$ cat src/rtl/ysyx_25060170_pkg.sv
// Shared definitions for the ysyx_25060170 fetch path.
//   XLEN              - datapath width
//   RESET_PC_DEFAULT  - default PC after reset (first fetch address)
//   NOP_INST_DEFAULT  - default bubble instruction (addi x0,x0,0)
//   fetch_state_e     - IFU fetch FSM states
//   align_word()      - clears the byte-offset bits of an address
package ysyx_25060170_pkg;

    localparam int unsigned XLEN = 32;

    localparam logic [XLEN-1:0] RESET_PC_DEFAULT = 32'h8000_0000;
    localparam logic [XLEN-1:0] NOP_INST_DEFAULT = 32'h0000_0013;

    typedef enum logic [1:0] {
        StReqIdle,
        StReq,
        StWait,
        StHold
    } fetch_state_e;

    function automatic logic [XLEN-1:0] align_word(input logic [XLEN-1:0] addr);
        return addr & ~(XLEN'(3));
    endfunction

endpackage

$ cat src/rtl/ysyx_25060170_ifu.sv
// Instruction fetch unit. Owns the PC, fetches one word at a time from
// instruction memory and hands (pc, inst) to decode over valid/ready.
//   clk, rst_n          - clock, synchronous active-low reset
//   imem_req_o/addr_o   - fetch request and word-aligned address
//   imem_gnt_i          - request accepted (only looked at in StReq)
//   imem_rvalid_i/rdata - fetch response (only looked at in StWait)
//   inst_valid_o/inst_o/pc_o, inst_ready_i - decode handshake
//   redirect_i/redirect_pc_i - control transfer from writeback
module ysyx_25060170_ifu
    import ysyx_25060170_pkg::*;
#(
    parameter logic [XLEN-1:0] RESET_PC = RESET_PC_DEFAULT,
    parameter logic [XLEN-1:0] NOP_INST = NOP_INST_DEFAULT
) (
    input  logic            clk,
    input  logic            rst_n,
    output logic            imem_req_o,
    output logic [XLEN-1:0] imem_addr_o,
    input  logic            imem_gnt_i,
    input  logic            imem_rvalid_i,
    input  logic [XLEN-1:0] imem_rdata_i,
    output logic            inst_valid_o,
    output logic [XLEN-1:0] inst_o,
    output logic [XLEN-1:0] pc_o,
    input  logic            inst_ready_i,
    input  logic            redirect_i,
    input  logic [XLEN-1:0] redirect_pc_i
);

    fetch_state_e    state_q;
    logic [XLEN-1:0] pc_q;
    logic [XLEN-1:0] inst_q;
    logic [XLEN-1:0] pc_out_q;
    logic            valid_q;
    // Set when the in-flight fetch belongs to a stale PC and must be discarded.
    logic            drop_q;

    logic [XLEN-1:0] redirect_target;
    logic [XLEN-1:0] pc_plus4;

    assign redirect_target = align_word(redirect_pc_i);
    assign pc_plus4        = pc_q + XLEN'(4);

    assign imem_req_o   = (state_q == StReq);
    assign imem_addr_o  = pc_q;
    assign inst_valid_o = valid_q;
    assign inst_o       = inst_q;
    assign pc_o         = pc_out_q;

    always_ff @(posedge clk) begin
        if (!rst_n) begin
            state_q  <= StReqIdle;
            pc_q     <= RESET_PC;
            inst_q   <= NOP_INST;
            pc_out_q <= RESET_PC;
            valid_q  <= 1'b0;
            drop_q   <= 1'b0;
        end else begin
            unique case (state_q)
                StReqIdle: begin
                    if (redirect_i) pc_q <= redirect_target;
                    state_q <= StReq;
                end
                StReq: begin
                    // An ungranted request may only change address through a redirect.
                    if (redirect_i) pc_q <= redirect_target;
                    if (imem_gnt_i) begin
                        drop_q  <= redirect_i;
                        state_q <= StWait;
                    end
                end
                StWait: begin
                    if (redirect_i) pc_q <= redirect_target;
                    if (imem_rvalid_i) begin
                        drop_q <= 1'b0;
                        if (drop_q || redirect_i) begin
                            state_q <= StReq;
                        end else begin
                            inst_q   <= imem_rdata_i;
                            pc_out_q <= pc_q;
                            valid_q  <= 1'b1;
                            state_q  <= StHold;
                        end
                    end else if (redirect_i) begin
                        drop_q <= 1'b1;
                    end
                end
                StHold: begin
                    // Handshake advances the PC; a redirect without ready flushes.
                    if (inst_ready_i || redirect_i) begin
                        valid_q <= 1'b0;
                        inst_q  <= NOP_INST;
                        pc_q    <= redirect_i ? redirect_target : pc_plus4;
                        state_q <= StReq;
                    end
                end
                default: state_q <= StReqIdle;
            endcase
        end
    end

endmodule
$ cat config.mk
export PLATFORM = sky130hd
export DESIGN_NAME = ysyx_25060170_ifu
export DESIGN_NICKNAME = d
export VERILOG_FILES = /design/src/rtl/ysyx_25060170_pkg.sv /design/src/rtl/ysyx_25060170_ifu.sv
export SDC_FILE = /design/constraint.sdc
export NUM_CORES = 1
export LEC_CHECK = 0
export ABC_AREA = 1
export BUFFER_PORTS_ARGS = -buffer_cell sky130_fd_sc_hd__buf_2
export CORE_UTILIZATION = 54
export DETAILED_ROUTE_END_ITERATION = 10
export PLACE_DENSITY = 0.86
export SYNTH_ARGS = -nofsm -noshare
export SYNTH_HDL_FRONTEND = slang
export SYNTH_SLANG_ARGS = --single-unit
$ cat constraint.sdc
create_clock -name clk -period 4.6 [get_ports clk]
set_clock_uncertainty 0.2 [all_clocks]
set_input_delay 0.92 -clock clk [delete_from_list [all_inputs] [get_ports clk]]
set_output_delay 0.92 -clock clk [all_outputs]
set_load 0.1 [all_outputs]
# --- Word-level counts from Yosys, hierarchy flattened ---
# Index checks and enable logic that the tools add are counted.
totals:
  reg_bits: 100
  output_inout_bits: 98
  word_cells: 49
op_classes:
  n_addsub: 1
  eq_ne: 9
  n_mux: 21
  bitwise_logic: 1
  reduce_logical: 11
ops:
  columns: ["cell", "n"]
  rows:
  - ["$mux W32", 6]
  - ["$pmux W32 S2", 2]
  - ["$add A32 B3 Y32 const B", 1]
  - ["$reduce_and A3 Y1", 3]
  - ["$mux W2", 4]
  - ["$pmux W2 S4", 1]
  - ["$mux W1", 6]
  - ["$ne A2 B2 Y1 const B", 3]
  - ["$eq A2 B2 Y1 const B", 2]
  - ["$ne A2 B1 Y1 const B", 2]
  - ["$pmux W1 S2", 2]
  - ["$reduce_and A4 Y1", 1]
  - ["$reduce_bool A2 Y1", 2]
  - ["$ne A3 B3 Y1 const B", 1]
  - ["$reduce_or A3 Y1", 1]
  - ["$eq A2 B1 Y1 const B", 1]
  - ["$logic_not A2 Y1", 1]
  - ["$logic_or A1 B1 Y1", 2]
  - ["$reduce_and A2 Y1", 1]
  - ["$not A1 Y1", 1]

# --- Logic depth before layout (Yosys ltp) ---
# Gate-level depths: netlist (run 1).
logic_depth:
  word_depth: 4
  mapped_depth: 13
  ltp_nobuf: 11

# --- Worst setup path before layout (run 1) ---
# Ideal clock, no wire load.
synth_timing:
  kind: "register -> register"
  from: "register pc_q[2], in the netlist imem_addr_o[2]"
  to: "register pc_q[20], in the netlist imem_addr_o[20]"
  t_arrival_ps: 2242
  required_ps: 4281
  path_slack_ps: 2039
  path_stages_with_launch: 11
  path_buffers: 0
  period_less_slack_ps: 2561
  cell_sequence: "dfxtp_1 ha_1 nand2_1 nor2_1 nand2_1 nor2_1 nand3_1 nand2_1 nand2_1 o21ai_0 nor2_1"
synth_via:
  elab_chain_cells: 4
synth_rtl:
  columns: ["element", "line_no", "source"]
  rows:
  - ["start, declared", "ysyx_25060170_ifu.sv:31", "logic [XLEN-1:0] pc_q;"]
  - ["start signal, assigned", "ysyx_25060170_ifu.sv:61", "if (redirect_i) pc_q <= redirect_target;"]
  - ["start signal, assigned", "ysyx_25060170_ifu.sv:66", "if (redirect_i) pc_q <= redirect_target;"]
  - ["start signal, assigned", "ysyx_25060170_ifu.sv:73", "if (redirect_i) pc_q <= redirect_target;"]
  - ["$add A32 B3 Y32", "ysyx_25060170_ifu.sv:42", "assign pc_plus4 = pc_q + XLEN'(4);"]
  - ["$mux W32", "ysyx_25060170_ifu.sv:93", "pc_q <= redirect_i ? redirect_target : pc_plus4;"]
  - ["$mux W32", "ysyx_25060170_ifu.sv:90", "if (inst_ready_i || redirect_i) begin"]
  - ["$pmux W32 S2", "ysyx_25060170_ifu.sv:59", "unique case (state_q)"]
# Every way passes these cells. The select of a mux whose other input is x is not followed.
# A chain may end at the register's enable or synchronous reset.

# --- Final worst setup path (run 1) ---
layout_timing:
  from: "input redirect_i"
  to: "register inst_q[26], in the netlist inst_o[26]"
layout_via:
  elab_chain_cells: 3
layout_rtl:
  columns: ["element", "line_no", "source"]
  rows:
  - ["start, declared", "ysyx_25060170_ifu.sv:26", "input logic redirect_i,"]
  - ["$logic_or A1 B1 Y1, on equally long branches", "ysyx_25060170_ifu.sv:76, ysyx_25060170_ifu.sv:90", null]
  - ["$ne A2 B2 Y1 (no source line)", null, null]
  - ["$reduce_and A4 Y1 (no source line) (*)", null, null]
  - ["end signal, assigned", "ysyx_25060170_ifu.sv:79", "inst_q <= imem_rdata_i;"]
  - ["end, declared", "ysyx_25060170_ifu.sv:32", "logic [XLEN-1:0] inst_q;"]
# Every way passes the cells marked *; elsewhere a longest branch is shown, timed or not.

==> flow_summary.toml, run 1 <==
[grt]
grt_pass1_wl_um = 19870
grt_max_degree = 57
grt_usage = 0.2802
grt_pass1_vias = 4272
grt_antenna_before_repair = 0
grt_overflow = 0

[cts]
postCtsHoldBufs = 0
postCtsSetupRepairBufs = 0
cts-root-buf = "clkbuf_8"
h-tree-depth = 3
cts.repair.resized = 0
cts_inserted_buffers = 9
clock-sinks = 96
clk_latency_ns = 0.36
path_clk_slew_ns = 0.09
cts_buffer_depth = 2
cts_tree = "built"

[pwr]
vdd_drop_max_mv = 0.3219
power.switching_w = 0.001266
intPower_w = 0.001361
p_clk_frac = 0.210
pwr-share-seq = 0.379
p_per_area_nw_per_um2 = 464.5
switching_share = 0.4819
combPwrFrac = 0.411
p_leak_nw = 2.521

[logic_synthesis]
yosys.area.top_type = "dfxtp_1"
yosysWarnings = 0
synth_top_area_share = 0.4129
synthesis.instances = 702
ys_seq_area_frac = 0.4129
synth_area_per_cell_sq_um = 6.630
synthTopCellsByArea = "dfxtp_1 (41%), nand2_1 (17%), nor2_1 (8.8%), a21oi_1 (8.0%), o21ai_0 (5.6%)"
yosysUniqueCellTypes = 30
synthesis.area_sq_um = 4654
ys_ff_latch = 96

[cells_and_area]
final_util = 0.6816
layout_commonest_cell = "nand2_1"
area_growth_pct = 21.53
layout_common_cells = "nand2_1 (205), buf_2 (161), nor2_1 (108)"
fin_nets = 920
diodes = 0
drive_gt1_frac = 0.2532

[drt]
wl_um = 12810
ant_nets = 0
drt-initial-drc-count = 263
drt_pre_antenna_iters = 5
viasPerCell = 5.144
vias = 4907
drt-wirelength-per-cell_um = 13.42
drc = 0

[critical_path]
path_buf_inv = 5
cp_cell_sequence = "buf_2 > inv_2 > nand2_4 > nor2_1 > nor2_2 > nand2_1 > buf_4 > inv_2 > nand2_4 > inv_2 > nand2_1 > a21oi_1"
cp_top_family = "buffers and inverters"
crit_path_max_incr_delay_ns = 0.42
path_common_cell = "inv_2"
crit_path_end_kind = "flop"
crit_slowest_cell = "inv_2"
path_max_fanout = 31
critical_path_class = "input port to flop"
startpoint_type = "input port"
required_ns = 4.67
arrival_ns = 2.75

[timing]
fin_setup_tns_ns = 0
finalCritPeriodShare = 0.5831
hold_viol_final = 0
max_freq_mhz = 372.8
slew_headroom = 0.2655
fin_ws_ns = 1.918
fin_crit_ns = 2.682
tightestPinTransition_ns = 1.100
slew_viol_final = 0
final-setup-viol-count = 0
rsz0062_at_grt = "false"

[floorplan]
num_rows = 33
die_h_um = 94.84
die_area_sq_um = 8995
ios = 168
die_w_um = 94.84
start_util = 0.5608
core_sq_um = 8299

[run]
drv_cap = 0

[placed_design]
portBuffers = 161
gp_congestion = 0.9452
place_ws_ns = 1.600
dp_hpwl_um = 9227

[status]
status = "finished, final reports clean"

[worst_hold_path]
hold_path_class = "flop to flop"
-- sequential cells by signal, summed over array words and instances (netlist names) --
| register | count |
|---|---|
| inst_valid_o | 1 |
| pc_o | 30 |
| drop_q | 1 |
| state_q | 2 |
| imem_addr_o | 30 |
| inst_o | 32 |
-- power by group through the flow --
stage	clock network (W)	logic, W	registers, W
CTS	0.000560	0.00108	0.000994
global placement	0	0.00106	0.00101
finish	0.000552	0.00108	0.000996
detailed placement	0	0.00108	0.00101
floorplan	0	0.000339	0.00158
global route	0.000598	0.00114	0.00101
-- area by class of cell --
type	instances	area, sq um
clock buffers	10	127.6
clock inverters	6	67.56
fillers	731	2643
inverters	41	153.9
multi-input cells	530	2411
flip-flops and latches	96	1922
well taps	105	131.4
repair buffers	166	843.3
-- routing by layer --
metal,up-vias,share of wire,GRT usage
met5,-,0,0
met1,2189,0.45,0.3722
met3,22,0.051,0.04267
met2,163,0.49,0.4628
li1,2533,-,-
met4,0,0.016,0.09343
-- Yosys cell counts (all sizes together) --
cell,instances
o21ai,52
nand4,4
ha,6
conb,1
o21a,1
dfxtp,96
a21oi,84
or2,3
inv,41
o21bai,1
a31oi,1
nor3,2
nand3,33
clkbuf,23
o31ai,1
nand2,217
a32oi,1
buf,15
a211oi,2
o22ai,4
nand3b,2
nor2,112
-- worst paths after layout --
kind / slack (ns) / to / from / depth (start not counted)
setup / recovery: 1.92 / inst_o[26] / redirect_i / 12
hold / removal: 0.26 / pc_o[31] / pc_o[31] / 2
setup reg to reg: 2.00 / inst_o[26] / state_q[0] / 11
hold reg to reg: 0.26 / pc_o[31] / pc_o[31] / 2
-- metrics by stage --
stage                     cells  area [sq um]  hold WS, ns  total power (W)
after detailed placement    938          5461       0.2426         0.002088
after global routing        954          5657       0.2822         0.002745
final                       954          5657       0.2647         0.002627
after global placement      938          5461       0.2395         0.002068
after CTS                   954          5657       0.2627         0.002633
after floorplan             705          4666       0.2540         0.001916
-- worst min-delay path: stages (launching register included) --
cell	delay [ns]
dfxtp_1	0.33
nand2_1	0.05
nand3_1	0.06
-- cell families (layout without fill, tap and decap cells) --
family / count (synthesis) / in the layout / synth area share
other: 1 / 4 / 0.0008057
flip-flops: 96 / 96 / 0.4129
buffers and inverters: 79 / 223 / 0.07339
adder cells (fa/ha/maj): 6 / 6 / 0.01613
AO/OA/AOI/OAI: 147 / 147 / 0.1710
AND/OR/NAND/NOR: 373 / 373 / 0.3258
No activity file was read; power rests on OpenSTA's default activity.
==> run 2, diff against run 1 <==
--- a/config.mk
+++ b/config.mk
@@ -5,11 +5,11 @@
 export SDC_FILE = /design/constraint.sdc
 export NUM_CORES = 1
 export LEC_CHECK = 0
-export ABC_AREA = 1
+export ABC_AREA = 0
 export BUFFER_PORTS_ARGS = -buffer_cell sky130_fd_sc_hd__buf_2
-export CORE_UTILIZATION = 54
+export CORE_UTILIZATION = 50
 export DETAILED_ROUTE_END_ITERATION = 10
-export PLACE_DENSITY = 0.86
+export PLACE_DENSITY = 0.81
 export SYNTH_ARGS = -nofsm -noshare
 export SYNTH_HDL_FRONTEND = slang
 export SYNTH_SLANG_ARGS = --single-unit
==> constraint.sdc (replaced) <==
create_clock -name clk -period 2.6 [get_ports clk]
set_clock_uncertainty 0.2 [all_clocks]
set_input_delay 0.52 -clock clk [delete_from_list [all_inputs] [get_ports clk]]
set_output_delay 0.52 -clock clk [all_outputs]
set_load 0.1 [all_outputs]
==> flow_summary.toml, run 2 <==
[logic_synthesis]
synth-edff-count = 0
synth_common_cells = "nand2_1 (105), dfxtp_1 (96), a21oi_1 (83)"
ys_seq_area_frac = 0.4217
yosysUniqueCellTypes = 49
synthArstFlopShare = 0
synth_top_area_share = 0.4217
synth_most_common_cell = "nand2_1"
ys_ff_latch = 96
synthesis.instances = 592
synth_area_per_cell_sq_um = 7.697
synth_flop_cell = "dfxtp_1"
synthTopCellsByArea = "dfxtp_1 (42%), a21oi_1 (9.1%), nand2_1 (8.6%), nor3b_1 (4.8%), nor2_1 (4.5%)"
yosys.area.top_type = "dfxtp_1"
synthesis.area_sq_um = 4557
yosysWarnings = 0

[cts]
path_clk_slew_ns = 0.09
cts.repair.resized = 0
postCtsSetupRepairBufs = 0
h-tree-depth = 3
clk_latency_ns = 0.35
cts-root-buf = "clkbuf_8"
cts_buffer_depth = 2
cts_inserted_buffers = 9
postCtsHoldBufs = 0
cts_tree = "built"
clock-sinks = 96

[worst_hold_path]
hold_start = "redirect_pc_i[3]"
hold_path_class = "input port to flop"

[cells_and_area]
diodes = 0
layout_commonest_cell = "buf_2"
final_util = 0.6521
drive_gt1_frac = 0.3091
layout_common_cells = "buf_2 (161), nand2_1 (105), a21oi_1 (82)"
largest_register_ffs = 32
area_growth_pct = 25.40
fin_nets = 815

[timing]
rsz0062_at_grt = "false"
fin_crit_ns = 2.355
tightestPinTransition_ns = 0.8374
slew_viol_final = 0
max_freq_mhz = 424.7
fin_setup_tns_ns = 0
finalCritPeriodShare = 0.9057
fin_ws_ns = 0.2453
slew_headroom = 0.4417
final-setup-viol-count = 0
hold_viol_final = 0

[drt]
ant_nets = 0
viasPerCell = 5.757
wl_um = 13140
vias = 4905
drt-wirelength-per-cell_um = 15.42
drt_pre_antenna_iters = 5
drt-initial-drc-count = 296
drc = 0

[floorplan]
die_area_sq_um = 9499
num_rows = 34
ios = 168
start_util = 0.5200
die_w_um = 97.47
die_h_um = 97.47
core_sq_um = 8763

[critical_path]
crit_path_max_incr_delay_ns = 0.44
arrival_ns = 2.40
required_ns = 2.64
crit_start = "state_q[0]"
cp_cell_sequence = "ha_1 > buf_4 > nand2b_1 > a21oi_2 > buf_4 > nor4_1 > a311o_1"
crit_slowest_cell = "dfxtp_1"
rr_startpoint = "state_q[0]"
critical_path_class = "flop to flop"
path_max_fanout = 17
path_common_cell = "buf_4"
crit_path_end_kind = "flop"
startpoint_type = "flop"

[grt]
grt_pass1_vias = 4521
grt_pass1_wl_um = 21510
grt_usage = 0.2733
grt_max_degree = 47
grt_overflow = 0
grt_antenna_before_repair = 0

[pwr]
vdd_drop_max_mv = 0.2879
p_leak_nw = 2.399
p_per_area_nw_per_um2 = 561.4

[placed_design]
portBuffers = 161
gp_congestion = 0.8951
place_ws_ns = 0.01610
dp_hpwl_um = 9390

[status]
status = "finished, final reports clean"

[run]
drv_cap = 0
run 2: cell count changes after synthesis, sizes merged, moves of 10 or more:
| cell | change |
|---|---|
| clkbuf | +15 |
| inv | -34 |
| nand2 | -112 |
| nand4 | +10 |
| nor2 | -57 |
| nor3 | +16 |
| nor3b | +29 |
| o21ai | -30 |
run 2: area by class of cell:
type / instances / area, sq um
Multi-Input combinational cell: 444 / 2447
Inverter: 7 / 26.28
Tap cell: 108 / 135.1
Timing Repair Buffer: 181 / 968.4
Fill cell: 793 / 3049
Sequential cell: 96 / 1944
Clock inverter: 4 / 27.53
Clock buffer: 12 / 165.2
run 2: cells by family (layout without fill, tap and decap cells):
family                   count (synthesis)  count (layout)  share of synthesized area
buffers and inverters                   55             204                    0.04970
flip-flops                              96              96                     0.4217
adder cells (fa/ha/maj)                  6               6                    0.01647
multiplexers                            11              11                    0.02471
other                                    1               4                  0.0008229
AND/OR/NAND/NOR                        277             277                     0.3020
AO/OA/AOI/OAI                          146             146                     0.1845
run 2: final timing paths:
kind                     end  slack, ns  depth (start not counted)
min           imem_addr_o[3]       0.22                          3
max reg2reg  imem_addr_o[24]       0.25                          7
min reg2reg         pc_o[30]       0.26                          2
max          imem_addr_o[24]       0.25                          7
run 2: per-layer routing:
layer  up-vias  track usage  wire (um)
met5         -            0          0
met4         0      0.08597        187
met3        21      0.06619       1150
met2       218       0.4486       6290
met1      2292       0.3538       5510
li1       2374            -          -
run 2: power breakdown:
part,leakage [nW],switching [W],total [W],internal [W]
clock network,0.0906,0.000518,0.000944,0.000425
registers,0.786,0.0000757,0.00159,0.00152
logic,1.52,0.000517,0.000670,0.000153
run 2: per-stage QoR:
stage | hold slack (ns) | area [sq um] | std cells | total power (W)
2_1_floorplan | 0.3072 | 4591 | 595 | 0.002131
3_3_place_gp | 0.2394 | 5514 | 836 | 0.002279
3_5_place_dp | 0.2446 | 5514 | 836 | 0.002290
4_1_cts | 0.2044 | 5707 | 852 | 0.003212
5_1_grt | 0.2152 | 5714 | 852 | 0.003329
6_report | 0.2161 | 5714 | 852 | 0.003208
run 2: critical path, delay by kind of cell, from the launching register on:
family | cells | cell delay (ns)
and+or+nand+nor | 2 | 0.17
AOI/OAI and AO/OA | 2 | 0.71
adders and majority gates | 1 | 0.24
DFF | 1 | 0.44
buffers and inverters | 2 | 0.47
==> run 3, diff against run 2 <==
--- a/config.mk
+++ b/config.mk
@@ -7,6 +7,7 @@
 export LEC_CHECK = 0
 export ABC_AREA = 0
 export BUFFER_PORTS_ARGS = -buffer_cell sky130_fd_sc_hd__buf_2
+export CORE_MARGIN = 2
 export CORE_UTILIZATION = 50
 export DETAILED_ROUTE_END_ITERATION = 10
 export PLACE_DENSITY = 0.81
==> flow_summary.toml, run 3 (synthesis results as in run 2) <==
[placed_design]
place_ws_ns = 0.05282
portBuffers = 161
dp_hpwl_um = 9518
placed_area_sq_um = 5497
gp_congestion = 0.8945

[cells_and_area]
diodes = 0
area_growth_pct = 25.37
largest_register_ffs = 32
fin_nets = 811
drive_gt1_frac = 0.3031
final_util = 0.6519
layout_commonest_cell = "buf_2"
layout_common_cells = "buf_2 (161), nand2_1 (105), a21oi_1 (82)"
design_area_sq_um = 5713

[cts]
cts_tree = "built"
cts_buffer_depth = 2
clock-sinks = 96
postCtsSetupRepairBufs = 0
postCtsHoldBufs = 0
clk_latency_ns = 0.36
cts.repair.resized = 0
cts-root-buf = "clkbuf_8"
cts_inserted_buffers = 9
path_clk_slew_ns = 0.10
h-tree-depth = 3

[pwr]
vdd_drop_max_mv = 0.3185
p_per_area_nw_per_um2 = 580.7
p_leak_nw = 2.396

[drt]
drt-wirelength-per-cell_um = 15.93
drt-initial-drc-count = 397
drc = 0
drt_pre_antenna_iters = 5
ant_nets = 0
vias = 4904
wl_um = 13490
viasPerCell = 5.790

[timing]
slew_headroom = 0.4395
finalCritPeriodShare = 0.9173
max_freq_mhz = 419.3
fin_ws_ns = 0.2149
final-setup-viol-count = 0
fin_crit_ns = 2.385
rsz0062_at_grt = "false"
tightestPinTransition_ns = 0.8408
slew_viol_final = 0
fin_setup_tns_ns = 0
hold_viol_final = 0

[critical_path]
cp_cell_sequence = "ha_1 > nand2b_1 > buf_4 > nor2_1 > a221oi_1 > nor2_1 > a211oi_1"
startpoint_type = "flop"
cp_top_family = "compound AO/OA/AOI/OAI gates"
path_depth = 7
crit_path_end_kind = "flop"
crit_slowest_cell = "buf_4"
rrSetupSlack_ns = 0.21
required_ns = 2.66
r2r-end = "state_q[0]"
path_buf_inv = 1
path_common_cell = "nor2_1"
reg2reg_depth = 7
crit_path_max_incr_delay_ns = 0.44
path_max_fanout = 46
crit_end = "state_q[0]"
crit_start = "state_q[0]"
rr_startpoint = "state_q[0]"
critical_path_class = "flop to flop"
arrival_ns = 2.45

[status]
status = "finished, final reports clean"

[grt]
grt_max_degree = 64
grt_pass1_vias = 4709
grt_antenna_before_repair = 1
grt_overflow = 0
grt_pass1_wl_um = 22020
grt_usage = 0.2688

[floorplan]
num_rows = 34
die_area_sq_um = 9893
ios = 168
start_util = 0.5200
core_sq_um = 8763
die_w_um = 99.47
die_h_um = 99.47

[worst_hold_path]
hold_path_class = "input port to flop"
hold_start = "redirect_pc_i[3]"

[run]
drv_cap = 0
==> run 3: cell count changes in the layout (fill, tap and decap cells not counted), sizes merged <==
cell | previous run | this run
clkinvlp | 3 | 1
inv | 7 | 8
bufinv | 0 | 2
clkbuf | 12 | 10
buf | 181 | 177
==> run 3: final cells by class <==
type | instances | area, sq um
Clock inverter | 5 | 81.33
Sequential cell | 96 | 1944
Clock buffer | 10 | 127.6
Timing Repair Buffer | 177 | 950.9
Tap cell | 108 | 135.1
Inverter | 7 | 26.28
Fill cell | 773 | 3050
Multi-Input combinational cell | 444 | 2447
==> run 3: how the worst min path moves through the flow <==
stage	cells after the start	slack, ns	endpoint
4_1_cts	3	0.20	imem_addr_o[3]
6_report	3	0.21	imem_addr_o[3]
3_3_place_gp	2	0.24	pc_o[27]
3_5_place_dp	2	0.25	pc_o[4]
5_1_grt	3	0.20	imem_addr_o[3]
2_1_floorplan	2	0.31	drop_q
==> run 3: metrics by stage <==
stage	hold WS [ns]	power, W	std cells
after floorplan	0.3072	0.002131	595
after global placement	0.2387	0.002278	832
after detailed placement	0.2456	0.002292	832
after CTS	0.2017	0.003329	847
after global routing	0.1979	0.003454	847
final	0.2069	0.003318	847
==> run 3: per-layer routing <==
metal	global-route usage	vias to the layer above	share of wire
li1	-	2364	-
met1	0.3461	2275	0.42
met2	0.4485	235	0.47
met3	0.05622	30	0.085
met4	0.09378	0	0.022
met5	0	-	0
==> run 3: tightest hold or removal path, stage by stage <==
cell and delay, ns:
buf_2 0.09, nand2_1 0.04, a311oi_1 0.07
==> run 3: report_power, final <==
part / internal [W] / switching (W)
clock network: 0.000539 / 0.000514
registers: 0.00152 / 0.0000774
logic: 0.000152 / 0.000516
